$ cat src/rtl/mcu_pkg.sv
// Shared definitions for the music player control FSM.
package mcu_pkg;

    // Default width of the song index; the index wraps modulo 2**SONG_W.
    localparam int SONG_W_DEFAULT = 2;

    // Controller states. The encodings are fixed so that a debugger or
    // checker can decode the raw state value.
    typedef enum logic [1:0] {
        ST_RESET = 2'd0,
        ST_PAUSE = 2'd1,
        ST_PLAY  = 2'd2,
        ST_NEXT  = 2'd3
    } mcu_state_e;

endpackage : mcu_pkg

$ cat src/rtl/mcu.sv
// Music player control FSM.
//
// Turns the play_pause / next button pulses and the song_done pulse from the
// note player into a play level, a song index and a one-cycle reset_play
// strobe that restarts the song reader.
//
// All outputs are registers. They are loaded from the next state, so the
// outputs always match the current state and no input reaches an output
// combinationally.
//
// Handshake: there is no valid/ready flow control. Every input is a level
// that is sampled on each rising edge. A pulse held for several cycles is
// therefore evaluated again in each of those cycles. ST_RESET and ST_NEXT
// ignore all inputs and last exactly one cycle.
module mcu
    import mcu_pkg::*;
#(
    parameter int SONG_W = SONG_W_DEFAULT
) (
    input  logic              clk,
    input  logic              reset,       // synchronous, active-low
    input  logic              play_pause,
    input  logic              next,
    input  logic              song_done,
    output logic              play,
    output logic [SONG_W-1:0] song,
    output logic              reset_play,
    output mcu_state_e        state_dbg    // current FSM state, for debug and checkers
);

    mcu_state_e        state_q;
    logic [SONG_W-1:0] song_q;
    logic              play_q;
    logic              reset_play_q;

    // State register, song counter and registered Moore outputs.
    always_ff @(posedge clk) begin
        if (!reset) begin
            state_q      <= ST_RESET;
            song_q       <= '0;
            play_q       <= 1'b0;
            reset_play_q <= 1'b1;
        end else begin
            case (state_q)
                ST_RESET: begin
                    state_q      <= ST_PAUSE;
                    play_q       <= 1'b0;
                    reset_play_q <= 1'b0;
                end
                ST_PAUSE: begin
                    // song_done is ignored here: nothing is playing.
                    if (next) begin
                        state_q      <= ST_NEXT;
                        play_q       <= 1'b0;
                        reset_play_q <= 1'b1;
                    end else if (play_pause) begin
                        state_q      <= ST_PLAY;
                        play_q       <= 1'b1;
                        reset_play_q <= 1'b0;
                    end
                end
                ST_PLAY: begin
                    // Priority is next, then play_pause, then song_done.
                    if (next) begin
                        state_q      <= ST_NEXT;
                        play_q       <= 1'b0;
                        reset_play_q <= 1'b1;
                    end else if (play_pause) begin
                        state_q      <= ST_PAUSE;
                        play_q       <= 1'b0;
                        reset_play_q <= 1'b0;
                    end else if (song_done) begin
                        // Rewind the finished song and stop. The song index is kept.
                        state_q      <= ST_RESET;
                        play_q       <= 1'b0;
                        reset_play_q <= 1'b1;
                    end
                end
                ST_NEXT: begin
                    // Advance to the next song (wrapping) and start it playing.
                    state_q      <= ST_PLAY;
                    song_q       <= song_q + 1'b1;
                    play_q       <= 1'b1;
                    reset_play_q <= 1'b0;
                end
                default: begin
                    state_q      <= ST_RESET;
                    play_q       <= 1'b0;
                    reset_play_q <= 1'b1;
                end
            endcase
        end
    end

    assign play       = play_q;
    assign song       = song_q;
    assign reset_play = reset_play_q;
    assign state_dbg  = state_q;

endmodule : mcu

$ cat config.mk
export PLATFORM = sky130hd
export DESIGN_NAME = mcu
export DESIGN_NICKNAME = d
export VERILOG_FILES = /design/src/rtl/mcu_pkg.sv /design/src/rtl/mcu.sv
export SDC_FILE = /design/constraint.sdc
export NUM_CORES = 1
export LEC_CHECK = 0
export ABC_AREA = 1
export BUFFER_PORTS_ARGS = -buffer_cell sky130_fd_sc_hd__buf_2
export CAP_MARGIN = 0
export CORE_AREA = 2 2 39 41
export DETAILED_ROUTE_END_ITERATION = 12
export DIE_AREA = 0 0 41 43
export GPL_TIMING_DRIVEN = 0
export PLACE_DENSITY = 0.43
export SYNTH_ARGS = -nofsm -noshare
export SYNTH_HDL_FRONTEND = slang
export SYNTH_SLANG_ARGS = --single-unit
$ cat constraint.sdc
create_clock -name clk -period 0.8 [get_ports clk]
set_input_delay 0.04 -clock clk [delete_from_list [all_inputs] [get_ports clk]]
set_output_delay 0.04 -clock clk [all_outputs]
set_load 0.01 [all_outputs]
==> summary.md, run 1 <==
| Metric | Value |
|---|---|
| Final GP Congestion | `0.689` |
| Pins Over Slew Limit | `0` |
| Clk Latency, worst-skew pair | `0.24 ns` |
| Area contributors post-synth | `dfxtp_1, nand2_1, inv_1` |
| # setup viols final | `8` |
| Hold_buf cts | `0` |
| Synth Area per Inst | `around 6 um2` |
| Min Tclk post-route | `about 0.91 ns` |
| Clk sinks | `6` |
| Vias | `348` |
| Lkg Pwr | `0.253 nW` |
| RSZ-0062 raised after global routing | `true` |
| Initial Utilization | `22.8%` |
| Number of synthesized register bits | `6` |
| Post-layout util | `36.2%` |
| CTS tree | `yes` |
| Antenna viol nets, final | `0` |
| Syn_nets | `58` |
| Fmax | `about 1100 MHz` |
| Number of diodes | `0` |
| Fill cell total of the finished layout | `153` |
| Clock Skews | `between 0.005 and 0.006 ns` |
| CP Data Arrival Time | `1.03 ns` |
| Clk root buf | `clkbuf_4` |
| Reg clk slew, reported paths | `0.05 ns` |
| Worst-margin pin slew | `0.202 ns` |
| Post-synth top area cell | `dfxtp_1` |
| Residual DRC | `0` |
| Die H | `43 um` |
| Crit end category | `register` |
| Data required time of the worst path | `0.92 ns` |
| CP max FO | `7` |
| Initial antenna violation count | `0` |
| DRT iter0 DRCs | `4` |
| GRT Total Usage | `approximately a tenth` |
| Post-Syn Area | `315 um2` |
| Placement Rows | `14` |
| Max-cap violations | `0` |
| Die width | `approximately 41 um` |
| FF+latch area | `129 um2` |
| Crit start category | `register` |
| Final period utilization | `113%` |
| Die area | `~0.0018 mm2` |
| Wirelength per Cell | `8.88 um` |
| Core Box Area | `0.00138 mm2` |
| YS warnings | `0` |
| Netlist cell types | `8` |
| Syn Inst Count | `53` |
| Drt first pass iters | `4` |
| Inserted Clock Buffers | `3` |
| Vias in the first global route | `around 280` |
| Post-route setup TNS | `-0.494 ns` |
| Worst VDD drop | `between 0.8 and 0.9 mV` |
| Crit path kind | `register to register` |
| Slew Limit Headroom | `around 86%` |
| Seq/Total Area, Yosys | `between 30% and 40%` |
| Largest net degree at the start of global routing | `8` |
| Placed wire-length estimate | `505 um` |
| Grt total ovfl | `0` |
| H-tree Lvls | `1` |
| Via density | `4.14` |
| Pwr per Cell Area | `1930 mW/mm2` |
| Run status | `finished with violations` |
| Worst Slack Setup Final | `-0.108 ns` |
| Nets | `74` |
| WL final | `746 um` |
| Boundary Pins | `11` |
| Hold Slack | `0.0537 ns` |
| PortBufs | `10` |
| Layout cells sized above 1 | `approximately half` |
| Synth top area share | `38.1%` |
| Area of the multi-input gates | `215 um2` |
| Failing checks | `negative setup slack` |
| Synth-to-layout area growth | `58.7%` |
| Worst Hold Class | `input pin to register` |
| Final hold violation count | `0` |
| Bufs on Longest Clock Path | `2` |
| Global-route wire length before repair | `about 1100 um` |
==> placed cells by master, fill, tap and decap left out <==
cell type / n
nand2_4: 2
clkbuf_1: 1
o21ai_1: 3
inv_6: 1
nand3_2: 2
nand2_2: 2
inv_2: 1
buf_2: 10
a21oi_1: 3
inv_4: 1
dfxtp_2: 1
nor2_1: 4
buf_6: 1
nor2_4: 2
o21ai_2: 1
clkbuf_4: 3
dfxtp_4: 2
a21oi_2: 2
nand2_1: 9
inv_1: 8
dfxtp_1: 3
nor2_2: 2
nand3_1: 4
==> where the power goes <==
part,total (mW),switching [mW],internal (mW)
logic,0.275,0.157,0.118
clock network,0.303,0.114,0.189
registers,0.390,0.0539,0.336
==> critical path, stage by stage (launching register included) <==
cell and delay [ns]:
dfxtp_4 0.38, nand2_4 0.09, nand2_2 0.05, inv_2 0.09
nand2_1 0.05, nand2_1 0.06, nand3_1 0.06
==> synthesized netlist by cell type (all sizes together) <==
cell type	n
inv	11
o21ai	4
dfxtp	6
nor2	8
a21oi	5
nand3	6
nand2	13
==> metal layers <==
metal	wire [um]	global-route usage, %
met4	9	10.0
met5	0	0
met2	316	10.0
met3	44	1.57
met1	376	13.9
==> kinds of logic after synthesis <==
kind of cell           after synthesis  synth area share (%)
DFF                                  6                  38.1
and+or+nand+nor                     27                  34.5
buffers and inverters               11                  13.1
AOI/OAI and AO/OA                    9                  14.3
==> final timing paths <==
kind                startpoint         end  slack (ns)  cells after the start
setup / recovery  state_dbg[0]  reset_play       -0.11                      6
setup reg to reg  state_dbg[0]  reset_play       -0.11                      6
hold / removal           reset  reset_play        0.05                      2
hold reg to reg        song[0]     song[0]        0.44                      1
==> registers in the layout, indices dropped and copies added (netlist names) <==
name and flops:
state_dbg 2, reset_play 1, song 2, play 1
==> per-stage QoR <==
| stage | instances | power, mW | area, um2 | setup slack (ns) |
|---|---|---|---|---|
| floorplan | 53 | 0.509 | 328 | -0.0224 |
| global placement | 79 | 0.581 | 398 | -0.0786 |
| detailed placement | 79 | 0.578 | 398 | -0.0759 |
| CTS | 83 | 0.912 | 437 | -0.0711 |
| global route | 84 | 1.04 | 500 | -0.189 |
| finish | 84 | 0.968 | 500 | -0.108 |
==> final cells by class <==
type / count / share of cell area [%]
Timing Repair Buffer: 11 / 12.3
Multi-Input combinational cell: 36 / 43.0
Inverter: 11 / 9.75
Sequential cell: 6 / 25.8
Tap cell: 16 / 4.00
Clock buffer: 4 / 5.25
==> what timing repair did <==
action | 4_1_cts | 5_1_grt
gates resized for setup | 5 | 18
endpoints found under the setup margin | 8 | 9
pin swaps | 1 | 6
buffers inserted | 0 | 1
No activity file was read; power rests on OpenSTA's default activity.
==> run 2, diff against run 1 <==
--- a/config.mk
+++ b/config.mk
@@ -6,13 +6,13 @@
 export NUM_CORES = 1
 export LEC_CHECK = 0
 export ABC_AREA = 1
-export BUFFER_PORTS_ARGS = -buffer_cell sky130_fd_sc_hd__buf_2
 export CAP_MARGIN = 0
 export CORE_AREA = 2 2 39 41
 export DETAILED_ROUTE_END_ITERATION = 12
 export DIE_AREA = 0 0 41 43
+export DONT_BUFFER_PORTS = 1
 export GPL_TIMING_DRIVEN = 0
-export PLACE_DENSITY = 0.43
+export PLACE_DENSITY = 0.36
 export SYNTH_ARGS = -nofsm -noshare
 export SYNTH_HDL_FRONTEND = slang
 export SYNTH_SLANG_ARGS = --single-unit
==> summary.md, run 2 (same netlist as run 1, synthesis figures left out) <==
| Metric | Value |
|---|---|
| Run status | `finished with violations` |
| Failing checks | `negative hold slack, negative setup slack` |
| Pwr per Cell Area | `2100 mW/mm2` |
| Crit start category | `register` |
| Worst Hold Class | `input pin to register` |
| Largest net degree at the start of global routing | `8` |
| Crit end category | `register` |
| Clk sinks | `6` |
| Initial Utilization | `22.8%` |
| Die H | `43 um` |
| Via density | `4.46` |
| Clk Latency, worst-skew pair | `0.25 ns` |
| Global-route wire length before repair | `~1300 um` |
| Worst VDD drop | `0.759 mV` |
| Slew Limit Headroom | `87.4%` |
| CP Data Arrival Time | `1.03 ns` |
| Final GP Congestion | `a little under 0.7` |
| Inserted Clock Buffers | `3` |
| Die width | `roughly 41 um` |
| Reg-to-reg startpoint | `state_dbg[1]` |
| Placed wire-length estimate | `545 um` |
| DRT iter0 DRCs | `3` |
| Setup bufs post-CTS | `0` |
| Reg clk slew, reported paths | `~0.050 ns` |
| H-tree Lvls | `1` |
| Crit path kind | `register to register` |
| Vias in the first global route | `331` |
| Residual DRC | `0` |
| Critical Path Max Stage Delay | `0.39 ns` |
| Placed inst area | `348 um2` |
| Drt first pass iters | `4` |
| Clk root buf | `clkbuf_4` |
| Max-cap violations | `0` |
| Most Frequent Cell on Critical Path | `nand2_1` |
| Vias | `330` |
| Commonest non-fill, non-tap cells in the layout | `inv_1, nand2_1, nor2_1, nand3_1` |
| Number of diodes | `0` |
| CP cell instances | `nand2_4 -> nand2_2 -> inv_2 -> nand2_1 -> nand2_1 -> nand3_1` |
| Hold Slack | `-0.112 ns` |
| Final period utilization | `113%` |
| Core Box Area | `0.00138 mm2` |
| Clock Skews | `0.00693 ns` |
| PortBufs | `0` |
| Buffer and inverter count on the worst path | `1` |
| # setup viols final | `6` |
| Die area | `0.00176 mm2` |
| Layout cells sized above 1 | `32.8%` |
| Placed cell count | `between 60 and 70` |
| Post-route cell area | `434 um2` |
| GRT Total Usage | `10.8%` |
| Initial antenna violation count | `0` |
| Worst-margin pin slew | `roughly 0.19 ns` |
| Worst path slowest cell | `dfxtp_4` |
| Data required time of the worst path | `0.93 ns` |
| Grt total ovfl | `0` |
| Worst Slack Setup Final | `-0.107 ns` |
| CP max FO | `6` |
| Bufs on Longest Clock Path | `2` |
| Placement Rows | `14` |
| Synth-to-layout area growth | `37.7%` |
| Nets | `64` |
| Hold_buf cts | `1` |
| Boundary Pins | `11` |
| Hold_sp | `reset` |
| Wirelength per Cell | `9.74 um` |
| Post-Layout Cell Count | `74` |
| RSZ-0062 raised after global routing | `true` |
| Antenna viol nets, final | `0` |
| Crit path launch | `state_dbg[1]` |
| Pins Over Slew Limit | `0` |
| WL final | `721 um` |
| Min Tclk post-route | `about 0.9 ns` |
| Lkg Pwr | `0.203 nW` |
| Fmax | `1100 MHz` |
| CTS tree | `yes` |
| CP top delay family | `flip-flops` |
| Final hold violation count | `5` |
run 2: cell count changes in the layout (fill, tap and decap cells not counted), sizes merged:
cell         previous run  this run
buf                    11         0
dlygate4sd3             0         1
run 2: power by group:
group / switching, mW / internal (mW)
Clock: 0.122 / 0.190
Combinational: 0.109 / 0.0820
Sequential: 0.0748 / 0.336
Total: 0.307 / 0.607
run 2: stage by stage:
stage | total power [mW] | utilization (%) | hold WS, ns | worst slack, ns | TNS (ns)
2_1_floorplan | 0.509 | - | 0.124 | -0.0224 | -0.0553
3_3_place_gp | 0.546 | 25.1 | 0.136 | -0.121 | -0.484
3_5_place_dp | 0.541 | 25.1 | 0.140 | -0.0904 | -0.403
4_1_cts | 0.897 | 29.5 | -0.116 | -0.102 | -0.464
5_1_grt | 0.982 | 31.4 | -0.114 | -0.188 | -0.915
6_report | 0.914 | 31.4 | -0.112 | -0.107 | -0.486
run 2: layout make-up:
class,instances,area (um2)
fillers,159,950
multi-input cells,36,201
flip-flops and latches,6,128
inverters,11,48.8
clock buffers,4,26.3
well taps,16,20.0
repair buffers,1,10.0
run 2: final timing paths:
check	to	slack [ns]	depth (start not counted)
worst max-delay path	reset_play	-0.11	6
worst min-delay path	state_dbg[1]	-0.11	2
worst max register to register	reset_play	-0.11	6
worst min register to register	song[1]	0.50	1
run 2: per-layer routing:
layer,part of all wire (%),vias to the layer above,GRT usage [%],wire (um)
met2,46,8,14.4,331
met5,0,-,0,0
met4,1.7,0,8.00,12
met1,44,143,13.0,314
met3,8.7,2,4.71,63
li1,-,177,-,-
run 2: timing repair:
item / 4_1_cts / 5_1_grt
endpoints found under the setup margin: 6 / 6
endpoints found under the hold margin: 6 / 5
resized for setup: 9 / 8
pin swaps: 2 / 2
==> run 3, diff against run 2 <==
--- a/config.mk
+++ b/config.mk
@@ -12,7 +12,7 @@
 export DIE_AREA = 0 0 41 43
 export DONT_BUFFER_PORTS = 1
 export GPL_TIMING_DRIVEN = 0
-export PLACE_DENSITY = 0.36
+export PLACE_DENSITY = 0.35
 export SYNTH_ARGS = -nofsm -noshare
 export SYNTH_HDL_FRONTEND = slang
 export SYNTH_SLANG_ARGS = --single-unit
==> constraint.sdc (replaced) <==
create_clock -name clk -period 1 [get_ports clk]
set_input_delay 0.05 -clock clk [delete_from_list [all_inputs] [get_ports clk]]
set_output_delay 0.05 -clock clk [all_outputs]
set_load 0.01 [all_outputs]
==> summary.md, run 3 (same netlist as run 1, synthesis figures left out) <==
| Metric | Value |
|---|---|
| Vias | `326` |
| Commonest non-fill, non-tap cells in the layout | `nand2_1, inv_1, nor2_1, nand3_1, a21oi_1` |
| Placement Rows | `14` |
| Core Box Area | `0.00138 mm2` |
| Sw Ratio | `around a third` |
| Clk sinks | `6` |
| Logic pwr share | `18.5%` |
| Residual DRC | `0` |
| Initial Utilization | `22.8%` |
| Fmax | `between 1000 and 1500 MHz` |
| Pwr per Cell Area | `1720 mW/mm2` |
| Clk Latency, worst-skew pair | `roughly 0.24 ns` |
| Worst-margin pin slew | `0.218 ns` |
| Die H | `roughly 43 um` |
| Initial antenna violation count | `0` |
| Worst Hold Class | `input pin to register` |
| Clk root buf | `clkbuf_4` |
| Vias in the first global route | `290` |
| Grt total ovfl | `0` |
| Sw power | `0.215 mW` |
| Crit end category | `register` |
| DRT iter0 DRCs | `5` |
| Synth-to-layout area growth | `23.0%` |
| Inserted Clock Buffers | `3` |
| Min Tclk post-route | `0.909 ns` |
| Final hold violation count | `0` |
| Pint | `0.453 mW` |
| Wirelength per Cell | `10.0 um` |
| Lkg Pwr | `0.188 nW` |
| Placed cell count | `69` |
| Die width | `41 um` |
| Die area | `between 0.0015 and 0.002 mm2` |
| Nets | `64` |
| Layout cells sized above 1 | `19.3%` |
| Bufs on Longest Clock Path | `2` |
| Final GP Congestion | `0.651` |
| Clock Skews | `0.00311 ns` |
| Slew Limit Headroom | `85.4%` |
| # setup viols final | `0` |
| Pins Over Slew Limit | `0` |
| Worst VDD drop | `0.594 mV` |
| Number of diodes | `0` |
| CTS tree | `yes` |
| Post-route setup TNS | `0 ns` |
| Data required time of the worst path | `1.14 ns` |
| Crit path kind | `register to register` |
| PortBufs | `0` |
| H-tree Lvls | `1` |
| WL final | `730 um` |
| Final period utilization | `90.9%` |
| Crit start category | `register` |
| Via density | `4.47` |
| Run status | `finished clean` |
| Setup bufs post-CTS | `0` |
| GRT Total Usage | `about a tenth` |
| Drt first pass iters | `4` |
| Max-cap violations | `0` |
| Post-Layout Cell Count | `73` |
| Largest net degree at the start of global routing | `8` |
| Reg power frac | `between 40 and 50%` |
| Fill cell total of the finished layout | `163` |
| CP Data Arrival Time | `between 1 and 1.5 ns` |
| Antenna viol nets, final | `0` |
| Global-route wire length before repair | `1110 um` |
| Boundary Pins | `11` |
| Clock share of power | `34.5%` |
| Reg clk slew, reported paths | `0.05 ns` |
| CP max FO | `6` |
| Commonest non-fill, non-tap cell in the layout | `nand2_1` |
## run 3: cell types whose count changed in the layout (fill, tap and decap cells not counted), moves of 2 or more
cell / change
nand2_2: -2
o21ai_0: +2
nor2_4: -2
nand2_1: +3
## run 3: layout make-up
cell class / count / area [um2] / area share (%)
Multi-Input combinational cell: 36 / 164 / 42.3
Sequential cell: 6 / 128 / 32.9
Timing Repair Buffer: 1 / 10.0 / 2.58
Tap cell: 16 / 20.0 / 5.16
Clock buffer: 3 / 22.5 / 5.81
Inverter: 11 / 43.8 / 11.3
## run 3: worst max-delay path: stages, from the launching register on
cell and delay, ns:
dfxtp_4 0.37, inv_4 0.08, nand2_1 0.06, nor2_2 0.11, o21ai_0 0.09, nand2_1 0.07
inv_1 0.03
## run 3: final timing paths
| kind | startpoint | to | slack [ns] | cells past startpoint |
|---|---|---|---|---|
| setup / recovery | state_dbg[1] | state_dbg[1] | 0.09 | 6 |
| hold reg to reg | song[1] | song[1] | 0.51 | 1 |
| setup reg to reg | state_dbg[1] | state_dbg[1] | 0.09 | 6 |
| hold / removal | next | play | 0.06 | 3 |
## run 3: timing repair
action,4_1_cts,5_1_grt
hold endpoints to repair,6,0
hold buffers,1,0
setup endpoints to repair,5,3
gates resized for setup,2,9
cloned,0,0
## run 3: stage by stage
| step | total power [mW] | area [um2] | setup WS (ns) | util, % | hold WS [ns] |
|---|---|---|---|---|---|
| 2_1_floorplan | 0.395 | 315 | 0.0470 | - | 0.134 |
| 3_3_place_gp | 0.422 | 335 | -0.0996 | 24.2 | 0.144 |
| 3_5_place_dp | 0.419 | 335 | -0.0869 | 24.2 | 0.145 |
| 4_1_cts | 0.663 | 370 | 0.0259 | 26.8 | 0.0564 |
| 5_1_grt | 0.720 | 388 | -0.00166 | 28.0 | 0.0630 |
| 6_report | 0.667 | 388 | 0.0914 | 28.0 | 0.0596 |
## run 3: per-layer routing
metal	global-route usage, %	routed length (um)
met5	0	0
met4	8.00	12
met3	3.14	62
met2	11.6	318
met1	12.6	337
## run 3: power groups by stage
stage	Sequential (mW)	Combinational (mW)	Clock, mW
floorplan	0.303	0.0912	0
detailed placement	0.312	0.107	0
global route	0.318	0.141	0.261
CTS	0.309	0.114	0.239
finish	0.314	0.123	0.230
global placement	0.312	0.110	0
